<file path="config.mk">
export PLATFORM = sky130hd
export DESIGN_NAME = apb_bridge_nslv
export DESIGN_NICKNAME = d
export VERILOG_FILES = /design/src/rtl/apb_pkg.sv /design/src/rtl/apb_slv_mux.sv /design/src/rtl/apb_bridge_nslv.sv
export SDC_FILE = /design/constraint.sdc
export NUM_CORES = 1
export LEC_CHECK = 0
export ABC_AREA = 1
export CAP_MARGIN = 20
export CELL_PAD_IN_SITES_DETAIL_PLACEMENT = 1
export CELL_PAD_IN_SITES_GLOBAL_PLACEMENT = 1
export CORE_MARGIN = 10
export CORE_UTILIZATION = 28
export DETAILED_ROUTE_END_ITERATION = 6
export PLACE_DENSITY_LB_ADDON = 0.1
export SKIP_CTS_REPAIR_TIMING = 1
export SYNTH_ARGS = -nofsm -noshare
export SYNTH_HDL_FRONTEND = slang
export SYNTH_SLANG_ARGS = --single-unit
</file>
<file path="constraint.sdc">
create_clock -name pclk -period 2.5 [get_ports pclk]
set_input_delay 0.25 -clock pclk [delete_from_list [all_inputs] [get_ports pclk]]
set_output_delay 0.25 -clock pclk [all_outputs]
set_load 0.03 [all_outputs]
</file>
<file path="src/rtl/apb_pkg.sv">
// apb_pkg
//   Shared types and sizing helpers for the APB master bridge.
//   apb_state_e  : IDLE / SETUP / ACCESS bus phases.
//   slvIdxW()    : width of the slave index field (at least one bit).
//   waitCntW()   : width of the wait-state counter (holds 0..TIMEOUT).
package apb_pkg;

  typedef enum logic [1:0] {
    IDLE   = 2'd0,
    SETUP  = 2'd1,
    ACCESS = 2'd2
  } apb_state_e;

  function automatic int slvIdxW(input int nslv);
    return (nslv > 1) ? $clog2(nslv) : 1;
  endfunction

  function automatic int waitCntW(input int timeout);
    return (timeout > 0) ? $clog2(timeout + 1) : 1;
  endfunction

endpackage

</file>
<file path="src/rtl/apb_slv_mux.sv">
// apb_slv_mux
//   Purely combinational slave decode and return-path multiplexer.
//   i_reqIdx    : slave index of the incoming request
//   o_reqSel    : one-hot select for that index
//   o_reqDecErr : index does not address an existing slave
//   i_curIdx    : registered index of the transfer in flight
//   i_pready/i_prdata/i_pslverr : per-slave return signals
//   o_ready/o_rdata/o_slverr    : return signals of the slave in flight
module apb_slv_mux
  import apb_pkg::*;
#(
  parameter int NSLV   = 3,
  parameter int DATA_W = 32,
  parameter int IDX_W  = slvIdxW(NSLV)
) (
  input  logic [IDX_W-1:0]       i_reqIdx,
  output logic [NSLV-1:0]        o_reqSel,
  output logic                   o_reqDecErr,
  input  logic [IDX_W-1:0]       i_curIdx,
  input  logic [NSLV-1:0]        i_pready,
  input  logic [NSLV*DATA_W-1:0] i_prdata,
  input  logic [NSLV-1:0]        i_pslverr,
  output logic                   o_ready,
  output logic [DATA_W-1:0]      o_rdata,
  output logic                   o_slverr
);

  // An index with no matching slave leaves the select empty and flags a decode error.
  always_comb begin
    o_reqSel    = '0;
    o_reqDecErr = 1'b1;
    for (int i = 0; i < NSLV; i++) begin
      if (i_reqIdx == IDX_W'(i)) begin
        o_reqSel[i] = 1'b1;
        o_reqDecErr = 1'b0;
      end
    end
  end

  // Only the slave owning the current transfer is listened to.
  always_comb begin
    o_ready  = 1'b0;
    o_rdata  = '0;
    o_slverr = 1'b0;
    for (int i = 0; i < NSLV; i++) begin
      if (i_curIdx == IDX_W'(i)) begin
        o_ready  = i_pready[i];
        o_rdata  = i_prdata[i*DATA_W +: DATA_W];
        o_slverr = i_pslverr[i];
      end
    end
  end

endmodule

</file>
<file path="src/rtl/apb_bridge_nslv.sv">
// apb_bridge_nslv
//   APB master bridging valid/ready CPU requests onto NSLV APB slaves.
//   pclk, preset_n              : clock, async active-low reset
//   req_valid/req_ready         : request handshake
//   req_addr/write/wdata/strb   : request payload
//   rsp_valid/rsp_rdata/rsp_err : one-cycle response pulse, data held between responses
//   psel/penable/pwrite/paddr/pwdata/pstrb : registered APB outputs
//   pready/prdata/pslverr       : per-slave APB returns
module apb_bridge_nslv
  import apb_pkg::*;
#(
  parameter int ADDR_W      = 12,
  parameter int DATA_W      = 32,
  parameter int NSLV        = 3,
  parameter int SLV_SEL_LSB = 8,
  parameter int TIMEOUT     = 16
) (
  input  logic                   pclk,
  input  logic                   preset_n,
  input  logic                   req_valid,
  output logic                   req_ready,
  input  logic [ADDR_W-1:0]      req_addr,
  input  logic                   req_write,
  input  logic [DATA_W-1:0]      req_wdata,
  input  logic [DATA_W/8-1:0]    req_strb,
  output logic                   rsp_valid,
  output logic [DATA_W-1:0]      rsp_rdata,
  output logic                   rsp_err,
  output logic [NSLV-1:0]        psel,
  output logic                   penable,
  output logic                   pwrite,
  output logic [31:0]            paddr,
  output logic [DATA_W-1:0]      pwdata,
  output logic [DATA_W/8-1:0]    pstrb,
  input  logic [NSLV-1:0]        pready,
  input  logic [NSLV*DATA_W-1:0] prdata,
  input  logic [NSLV-1:0]        pslverr
);

  localparam int IDX_W  = slvIdxW(NSLV);
  localparam int CNT_W  = waitCntW(TIMEOUT);
  localparam int STRB_W = DATA_W / 8;

  apb_state_e        r_state;
  logic [NSLV-1:0]   r_psel;
  logic              r_penable;
  logic              r_pwrite;
  logic [31:0]       r_paddr;
  logic [DATA_W-1:0] r_pwdata;
  logic [STRB_W-1:0] r_pstrb;
  logic [IDX_W-1:0]  r_idx;
  logic [CNT_W-1:0]  r_waitCnt;
  logic              r_rspValid;
  logic              r_rspErr;
  logic [DATA_W-1:0] r_rspRdata;

  logic [IDX_W-1:0]  w_reqIdx;
  logic [NSLV-1:0]   w_reqSel;
  logic              w_reqDecErr;
  logic              w_curReady;
  logic [DATA_W-1:0] w_curRdata;
  logic              w_curSlverr;
  logic              w_reqReady;
  logic              w_accept;
  logic              w_load;
  logic              w_done;
  logic              w_abort;
  logic [CNT_W-1:0]  w_waitNext;

  assign w_reqIdx = req_addr[SLV_SEL_LSB +: IDX_W];

  apb_slv_mux #(
    .NSLV   (NSLV),
    .DATA_W (DATA_W),
    .IDX_W  (IDX_W)
  ) u_mux (
    .i_reqIdx    (w_reqIdx),
    .o_reqSel    (w_reqSel),
    .o_reqDecErr (w_reqDecErr),
    .i_curIdx    (r_idx),
    .i_pready    (pready),
    .i_prdata    (prdata),
    .i_pslverr   (pslverr),
    .o_ready     (w_curReady),
    .o_rdata     (w_curRdata),
    .o_slverr    (w_curSlverr)
  );

  // A decode-error request is held off during ACCESS: its immediate error
  // response would collide with the response of the completing transfer.
  always_comb begin
    w_reqReady = 1'b0;
    case (r_state)
      IDLE:    w_reqReady = 1'b1;
      ACCESS:  w_reqReady = w_curReady && !w_reqDecErr;
      default: w_reqReady = 1'b0;
    endcase
  end

  assign req_ready  = preset_n && w_reqReady;
  assign w_accept   = req_valid && req_ready;
  assign w_load     = w_accept && !w_reqDecErr;
  assign w_done     = (r_state == ACCESS) && w_curReady;
  assign w_waitNext = r_waitCnt + CNT_W'(1);
  // Abort on the TIMEOUT-th consecutive ACCESS cycle with pready low.
  assign w_abort    = (TIMEOUT > 0) && (r_state == ACCESS) && !w_curReady
                      && (w_waitNext == CNT_W'(TIMEOUT));

  // Address/data phase registers; they keep their last value while idle.
  always_ff @(posedge pclk or negedge preset_n) begin
    if (!preset_n) begin
      r_paddr  <= '0;
      r_pwrite <= 1'b0;
      r_pwdata <= '0;
      r_pstrb  <= '0;
      r_idx    <= '0;
    end else if (w_load) begin
      r_paddr  <= 32'(req_addr);
      r_pwrite <= req_write;
      r_pwdata <= req_wdata;
      r_pstrb  <= req_write ? req_strb : '0;
      r_idx    <= w_reqIdx;
    end
  end

  // Bus FSM with registered select/enable and response outputs.
  always_ff @(posedge pclk or negedge preset_n) begin
    if (!preset_n) begin
      r_state    <= IDLE;
      r_psel     <= '0;
      r_penable  <= 1'b0;
      r_waitCnt  <= '0;
      r_rspValid <= 1'b0;
      r_rspErr   <= 1'b0;
      r_rspRdata <= '0;
    end else begin
      r_rspValid <= 1'b0;
      case (r_state)
        IDLE: begin
          if (w_accept) begin
            if (w_reqDecErr) begin
              r_rspValid <= 1'b1;
              r_rspErr   <= 1'b1;
              r_rspRdata <= '0;
            end else begin
              r_state <= SETUP;
              r_psel  <= w_reqSel;
            end
          end
        end
        SETUP: begin
          r_state   <= ACCESS;
          r_penable <= 1'b1;
          r_waitCnt <= '0;
        end
        ACCESS: begin
          if (w_done) begin
            r_rspValid <= 1'b1;
            r_rspErr   <= w_curSlverr;
            r_rspRdata <= (r_pwrite || w_curSlverr) ? '0 : w_curRdata;
            r_penable  <= 1'b0;
            if (w_load) begin
              r_state <= SETUP;
              r_psel  <= w_reqSel;
            end else begin
              r_state <= IDLE;
              r_psel  <= '0;
            end
          end else if (w_abort) begin
            r_rspValid <= 1'b1;
            r_rspErr   <= 1'b1;
            r_rspRdata <= '0;
            r_state    <= IDLE;
            r_psel     <= '0;
            r_penable  <= 1'b0;
          end else begin
            r_waitCnt <= w_waitNext;
          end
        end
        default: begin
          r_state   <= IDLE;
          r_psel    <= '0;
          r_penable <= 1'b0;
        end
      endcase
    end
  end

  assign psel      = r_psel;
  assign penable   = r_penable;
  assign pwrite    = r_pwrite;
  assign paddr     = r_paddr;
  assign pwdata    = r_pwdata;
  assign pstrb     = r_pstrb;
  assign rsp_valid = r_rspValid;
  assign rsp_rdata = r_rspRdata;
  assign rsp_err   = r_rspErr;

endmodule

</file>
Word-level counts from Yosys, hierarchy flattened
Index checks and enable logic that the tools add are counted.
{"block": "classes", "mux": 51, "eq_ne": 13, "mul": 0, "shifts": 0, "magnitude_cmp": 0, "n_div": 0, "reduce_logical": 20, "n_addsub": 1, "bitwise_logic": 2}
{"operator": "two-way mux 32 bit", "count": 8}
{"operator": "case mux 32 bit (2 select lines)", "count": 1}
{"operator": "two-way mux 1 bit", "count": 23}
{"operator": "two-way mux 3 bit", "count": 5}
{"operator": "two-way mux 5 bit", "count": 2}
{"operator": "inequality test 2 bit, second input constant", "count": 5}
{"operator": "case mux 5 bit (2 select lines)", "count": 1}
{"operator": "case mux 3 bit (3 select lines)", "count": 1}
{"operator": "two-way mux 2 bit", "count": 4}
{"operator": "AND reduction 4 bit", "count": 2}
{"operator": "logical AND 1 bit", "count": 7}
{"operator": "equality test 2 x 1 -> 1 bit, second input constant", "count": 3}
{"operator": "equality test 2 bit, second input constant", "count": 3}
{"operator": "zero test 2 bit", "count": 3}
{"operator": "case mux 1 bit (2 select lines)", "count": 3}
{"operator": "case mux 2 bit (3 select lines)", "count": 1}
{"operator": "AND reduction 3 bit", "count": 2}
{"operator": "adder 5 x 1 -> 5 bit, second input constant", "count": 1}
{"operator": "equality test 5 bit, second input constant", "count": 1}
{"operator": "two-way mux 4 bit", "count": 1}
{"operator": "nonzero test 2 bit", "count": 2}
{"operator": "inequality test 3 bit, second input constant", "count": 1}
{"operator": "case mux 1 bit (3 select lines)", "count": 1}
{"operator": "zero test 1 bit", "count": 2}
{"operator": "other kinds (3)", "count": 4}
{"block": "word_totals", "out_inout_bits": 108, "wordCells": 99, "inputBits": 154, "latch_bits": 0, "mem_count": 0, "ramBits": 0, "romBits": 0, "register_bits": 96}

Longest topological paths before layout
{"block": "logic_depth", "ltp_word": 13, "ltp_mapped": 14, "depth_no_buf": 12}

By module
From an unflattened synthesis, not the netlist that was laid out.
{"block": "unflattened", "hier_cells": 611, "area_unflattened_um2": 4743.3}
{"module": "apb_bridge_nslv", "seq_area_each_um2": 2352.3, "instances": 1, "area_each_um2": 3897.5, "cells_per_inst": 448}
{"module": "apb_slv_mux", "seq_area_each_um2": 0.0, "instances": 1, "area_each_um2": 845.8, "cells_per_inst": 163}

Worst setup path after synthesis
Ideal clock, no wire load.
{"block": "synth_timing", "path_type": "reg2reg", "startpoint": "register r_idx[0]", "endpoint": "register r_rspRdata[0], in the netlist rsp_rdata[0]", "period_less_slack_ns": 1.661, "arrival_time_ns": 1.544, "setup_ns": 0.117, "slack_ns": 0.839, "n_path_buf": 1, "required_time_ns": 2.383, "path_stages_with_launch": 12, "cell_sequence": "dfrtp_1 -> inv_2 -> nand2_2 -> inv_2 -> nand2_2 -> nand2_1 -> nand2_1 -> nor2_1 -> nor2_4 -> buf_2 -> nand3_1 -> nand2_1"}
{"block": "synth_via", "elab_chain_len": 10, "word_cells_on_any_way": 27, "cone_classes": "eq/ne: 4; mux: 13; reduce/logical: 10"}
{"item": "start: declaration", "line_no": "apb_bridge_nslv.sv:51", "text": "logic [IDX_W-1:0] r_idx;"}
{"item": "start signal: assignment", "line_no": "apb_bridge_nslv.sv:122", "text": "r_idx <= w_reqIdx;"}
{"item": "zero test 2 bit", "line_no": "apb_slv_mux.sv:46", "text": "if (i_curIdx == IDX_W'(i)) begin"}
{"item": "two-way mux 1 bit (3 in a row)", "line_no": "apb_slv_mux.sv:46"}
{"item": "logical AND 1 bit", "line_no": "apb_bridge_nslv.sv:95", "text": "ACCESS: w_reqReady = w_curReady && !w_reqDecErr;"}
{"item": "case mux 1 bit (2 select lines)", "line_no": "apb_bridge_nslv.sv:93", "text": "case (r_state)"}
{"item": "logical AND 1 bit", "line_no": "apb_bridge_nslv.sv:100", "text": "assign req_ready = preset_n && w_reqReady;"}
{"item": "logical AND 1 bit", "line_no": "apb_bridge_nslv.sv:101", "text": "assign w_accept = req_valid && req_ready;"}
{"item": "inequality test 2 bit (no source line)"}
{"item": "AND reduction 4 bit (no source line)"}
{"item": "end signal: assignment", "line_no": "apb_bridge_nslv.sv:160", "text": "r_rspRdata <= (r_pwrite || w_curSlverr) ? '0 : w_curRdata;"}
{"item": "end: declaration", "line_no": "apb_bridge_nslv.sv:55", "text": "logic [DATA_W-1:0] r_rspRdata;"}
Several ways; a longest one is shown, not always the timed one.
A chain may end at the register's enable or synchronous reset.

Worst setup path in the final report
{"block": "layout_timing", "startpoint": "register r_idx[0]", "endpoint": "output req_ready"}
{"block": "layout_via", "elab_chain_len": 7, "word_cells_on_any_way": 9, "cone_classes": "eq/ne: 2; mux: 4; reduce/logical: 3"}
{"item": "zero test 2 bit", "line_no": "apb_slv_mux.sv:46"}
{"item": "two-way mux 1 bit (2 in a row)", "line_no": "apb_slv_mux.sv:46"}
{"item": "two-way mux 1 bit (*)", "line_no": "apb_slv_mux.sv:46"}
{"item": "logical AND 1 bit (*)", "line_no": "apb_bridge_nslv.sv:95"}
{"item": "case mux 1 bit (2 select lines) (*)", "line_no": "apb_bridge_nslv.sv:93"}
{"item": "logical AND 1 bit (*)", "line_no": "apb_bridge_nslv.sv:100"}
{"item": "end: declaration", "line_no": "apb_bridge_nslv.sv:21", "text": "output logic req_ready,"}
Mark *: on every way between the ends. The rest lies on a longest branch, timed or not.

==> summary.txt <==
Logic synthesis
  • Netlist cell types: 25
  • Synth Warn #: 0
  • Adder-Cell Fraction of Synth Area: 0.539%
  • Post-synthesis mux area share: 0%
  • Simple-Gate Fraction of Synth Area: 39.0%
  • Compound-Gate Fraction of Synth Area: 1.32%
  • Cell Area, Synth: 4640 sq um
  • Cells after synthesis: 608
  • Avg Inst Size Synth: 7.64 sq um
  • Synth Register Bits: 94
  • Largest family of logic cells by synthesized area: simple AND/OR/NAND/NOR gates
  • Post-synthesis sequential area ratio: 50.6%
  • Xor and xnor area share after synthesis: 0.377%

Critical path
  • Worst endpoint data arrival time: 2.07 ns
  • RR Endpoint: rsp_rdata[8]
  • Worst-path cell chain: inv_2 > nand2_2 > inv_2 > nand2_2 > nand3_1 > nand2_2 > nand2_2 > inv_1 > clkdlybuf4s50_1
  • CP max FO: 4
  • Slowest CP cell: clkdlybuf4s50_1
  • Reg2Reg Depth: 10
  • Kind of critical path: reg -> out
  • Slowest stage delay, CP: 0.68 ns
  • Worst path required time: 2.25 ns
  • Reg2reg start: r_waitCnt[0]
  • CP endpoint kind: output port
  • Worst Setup Start Kind: flop
  • Most frequent CP cell: nand2_2
  • Reg2Reg Setup Slack: 0.57 ns

Global route
  • Largest net degree at the start of global routing: 70
  • Total GRT Usage: 16.6%
  • First-pass GRT wire length: 29.4 mm
  • Antenna violations before repair: 0
  • Grt total ovfl: 0
  • Vias in the first global route: 5,256

CTS
  • Clock-pin slew on the worst setup and hold paths: 0.07 ns
  • Clock sinks: 94
  • CTS tree: yes
  • Inserted Clock Buffers: 9
  • Clk buf depth: 2
  • H-Tree Depth: 3
  • CTS root buf: clkbuf_16
  • Worst skew pair latency: 0.35 ns

Power and ir drop
  • Internal: 4.06 mW
  • Sw Pwr: 2.95 mW
  • Switch share: 42.1%
  • Reg power frac: 32.7%
  • Combinational Power Share: 49.1%
  • Clk network pwr share: 18.3%
  • Peak supply drop: 339 uV
  • Pleak: 3.62 nW
  • PwrDens: 935 nW/um^2

Timing
  • Final Hold Vio Count: 0
  • Max Transition Viols Final: 0
  • Max Clk Rate: 0.432 GHz
  • Setup TNS: 0 ns
  • Final Cycle Share: 92.6%
  • RSZ-0062 raised after global routing: no
  • Minimum clock period: 2.32 ns
  • Least-Margin Pin Slew: 0.920 ns
  • Slew Limit Headroom: 38.7%
  • Final Setup Violations: 0
  • Worst Skew: 0.00745 ns

Floorplan
  • Core Region: 16,400 sq um
  • Starting density of the core: 28.3%
  • DIE AREA: 22,100 sq um
  • Die span in x: 149 um
  • Die height: 149 um
  • # IOs: 262
  • Rows: 47

Cells and area
  • Area added between synthesis and finish: 61.4%
  • Nets@finish: 999
  • Antenna diode count: 0
  • Share of cells above drive strength 1: 6.37%
  • Layout Utilization: 45.7%
  • Commonest non-fill, non-tap cell in the layout: nand2_1
  • Most frequent cells in the layout: nand2_1 (329), clkdlybuf4s50_1 (240), dfrtp_1 (94), nand3_1 (73), conb_1 (20)

Route
  • Drt total wl: 18.9 mm
  • DRC viols: 0
  • Initial drt markers: 152
  • DRT antenna net count: 0
  • DRT Pass-1 Iters: 4
  • Via density: 4.48
  • Routed len/inst: 17.7 um
  • DR vias: 4,788

Place
  • Gpl congestion: 0.766
  • Dpl hpwl: 14.9 mm
  • I/O Buffers: 241

Worst hold path
  • Type of the worst min-delay path: in -> reg
  • Hold path cells: 3
  • Hold path start: req_wdata[22]
  • Hold EP: pwdata[22]

Outcome
  • Status: finished, final reports clean

Flow run
  • # Max-Cap Violations: 0
## registers in the layout, summed over array words and instances, names as in the netlist
signal     flops
paddr         11
penable        1
psel           3
pstrb          4
pwdata        32
pwrite         1
r_idx          1
r_state        2
r_waitCnt      5
rsp_err        1
rsp_rdata     32
rsp_valid      1
## Yosys cell counts
library cell  number  area share, %
nand2_1          329             27
dfrtp_1           94             51
nand3_1           73            7.9
buf_4             23            3.7
clkbuf_1          15            1.2
nand2_2           15            2.0
inv_1             10           0.81
o21ai_0            9           0.97
buf_2              6           0.65
inv_2              6           0.48
nor2_1             5           0.40
nand4_1            4           0.54
nor2_4             4           0.97
buf_6              3           0.73
ha_1               2           0.54
a211o_1            1           0.19
buf_1              1          0.081
buf_8              1           0.32
conb_1             1          0.081
nand2_4            1           0.24
nand4_2            1           0.27
nor2_2             1           0.13
o211ai_1           1           0.16
xnor2_1            1           0.19
xor2_1             1           0.19
## worst max-delay path by stage
stage / startpoint / end / slack [ns] / cells past startpoint
global route: r_idx[0] / req_ready / 0.04 / 9
detailed placement: req_addr[8] / req_ready / 0.25 / 9
global placement: req_addr[8] / req_ready / 0.31 / 9
CTS: r_idx[0] / req_ready / 0.14 / 9
floorplan: r_idx[0] / rsp_rdata[0] / 0.84 / 11
finish: r_idx[0] / req_ready / 0.18 / 9
## metal layers
metal  up-vias  global-route usage (%)  share of wire [%]
met5         -                       0                  0
li1       2325                       -                  -
met4         0                    5.15                1.7
met1      2271                    19.6                 41
met3        18                    6.98                 10
met2       174                    27.1                 47
## cell families (layout without fill, tap and decap cells)
group	after synthesis	after routing
buf+inv	65	286
other cells	1	20
fa+ha+maj	2	2
simple gates	433	433
flops	94	94
xor+xnor	2	2
compound gates	11	11
## layout make-up
class	count	area, sq um
clock inverters	3	20.0
well taps	220	275
fillers	1965	8910
clock buffers	13	250
repair buffers	254	2550
flip-flops and latches	94	2350
multi-input cells	468	1990
inverters	16	60.1
## power by group through the flow
stage	clock network, mW	registers (mW)	logic, mW
finish	1.28	2.29	3.44
global route	1.40	2.36	3.71
CTS	1.32	2.30	3.51
detailed placement	0	2.32	3.49
global placement	0	2.28	3.43
floorplan	0	3.19	0.948
## stage by stage
stage / power, mW / cells / instance area [sq um] / worst slack (ns) / hold slack (ns)
final: 7.01 / 1068 / 7500 / 0.185 / 0.436
after global routing: 7.47 / 1068 / 7500 / 0.0404 / 0.437
after CTS: 7.13 / 1067 / 7490 / 0.139 / -0.0702
after detailed placement: 5.81 / 1051 / 7220 / 0.246 / 0.297
after global placement: 5.72 / 1051 / 7220 / 0.315 / 0.291
after floorplan: 4.13 / 627 / 4720 / 0.839 / -0.0456
## worst max-delay path, delay by kind of cell, from the launching register on
| kind | cells | cell delay [ns] |
|---|---|---|
| buffers and inverters | 4 | 0.87 |
| flip-flops | 1 | 0.47 |
| AND/OR/NAND/NOR | 5 | 0.37 |
(Power assumes the default switching activity.)
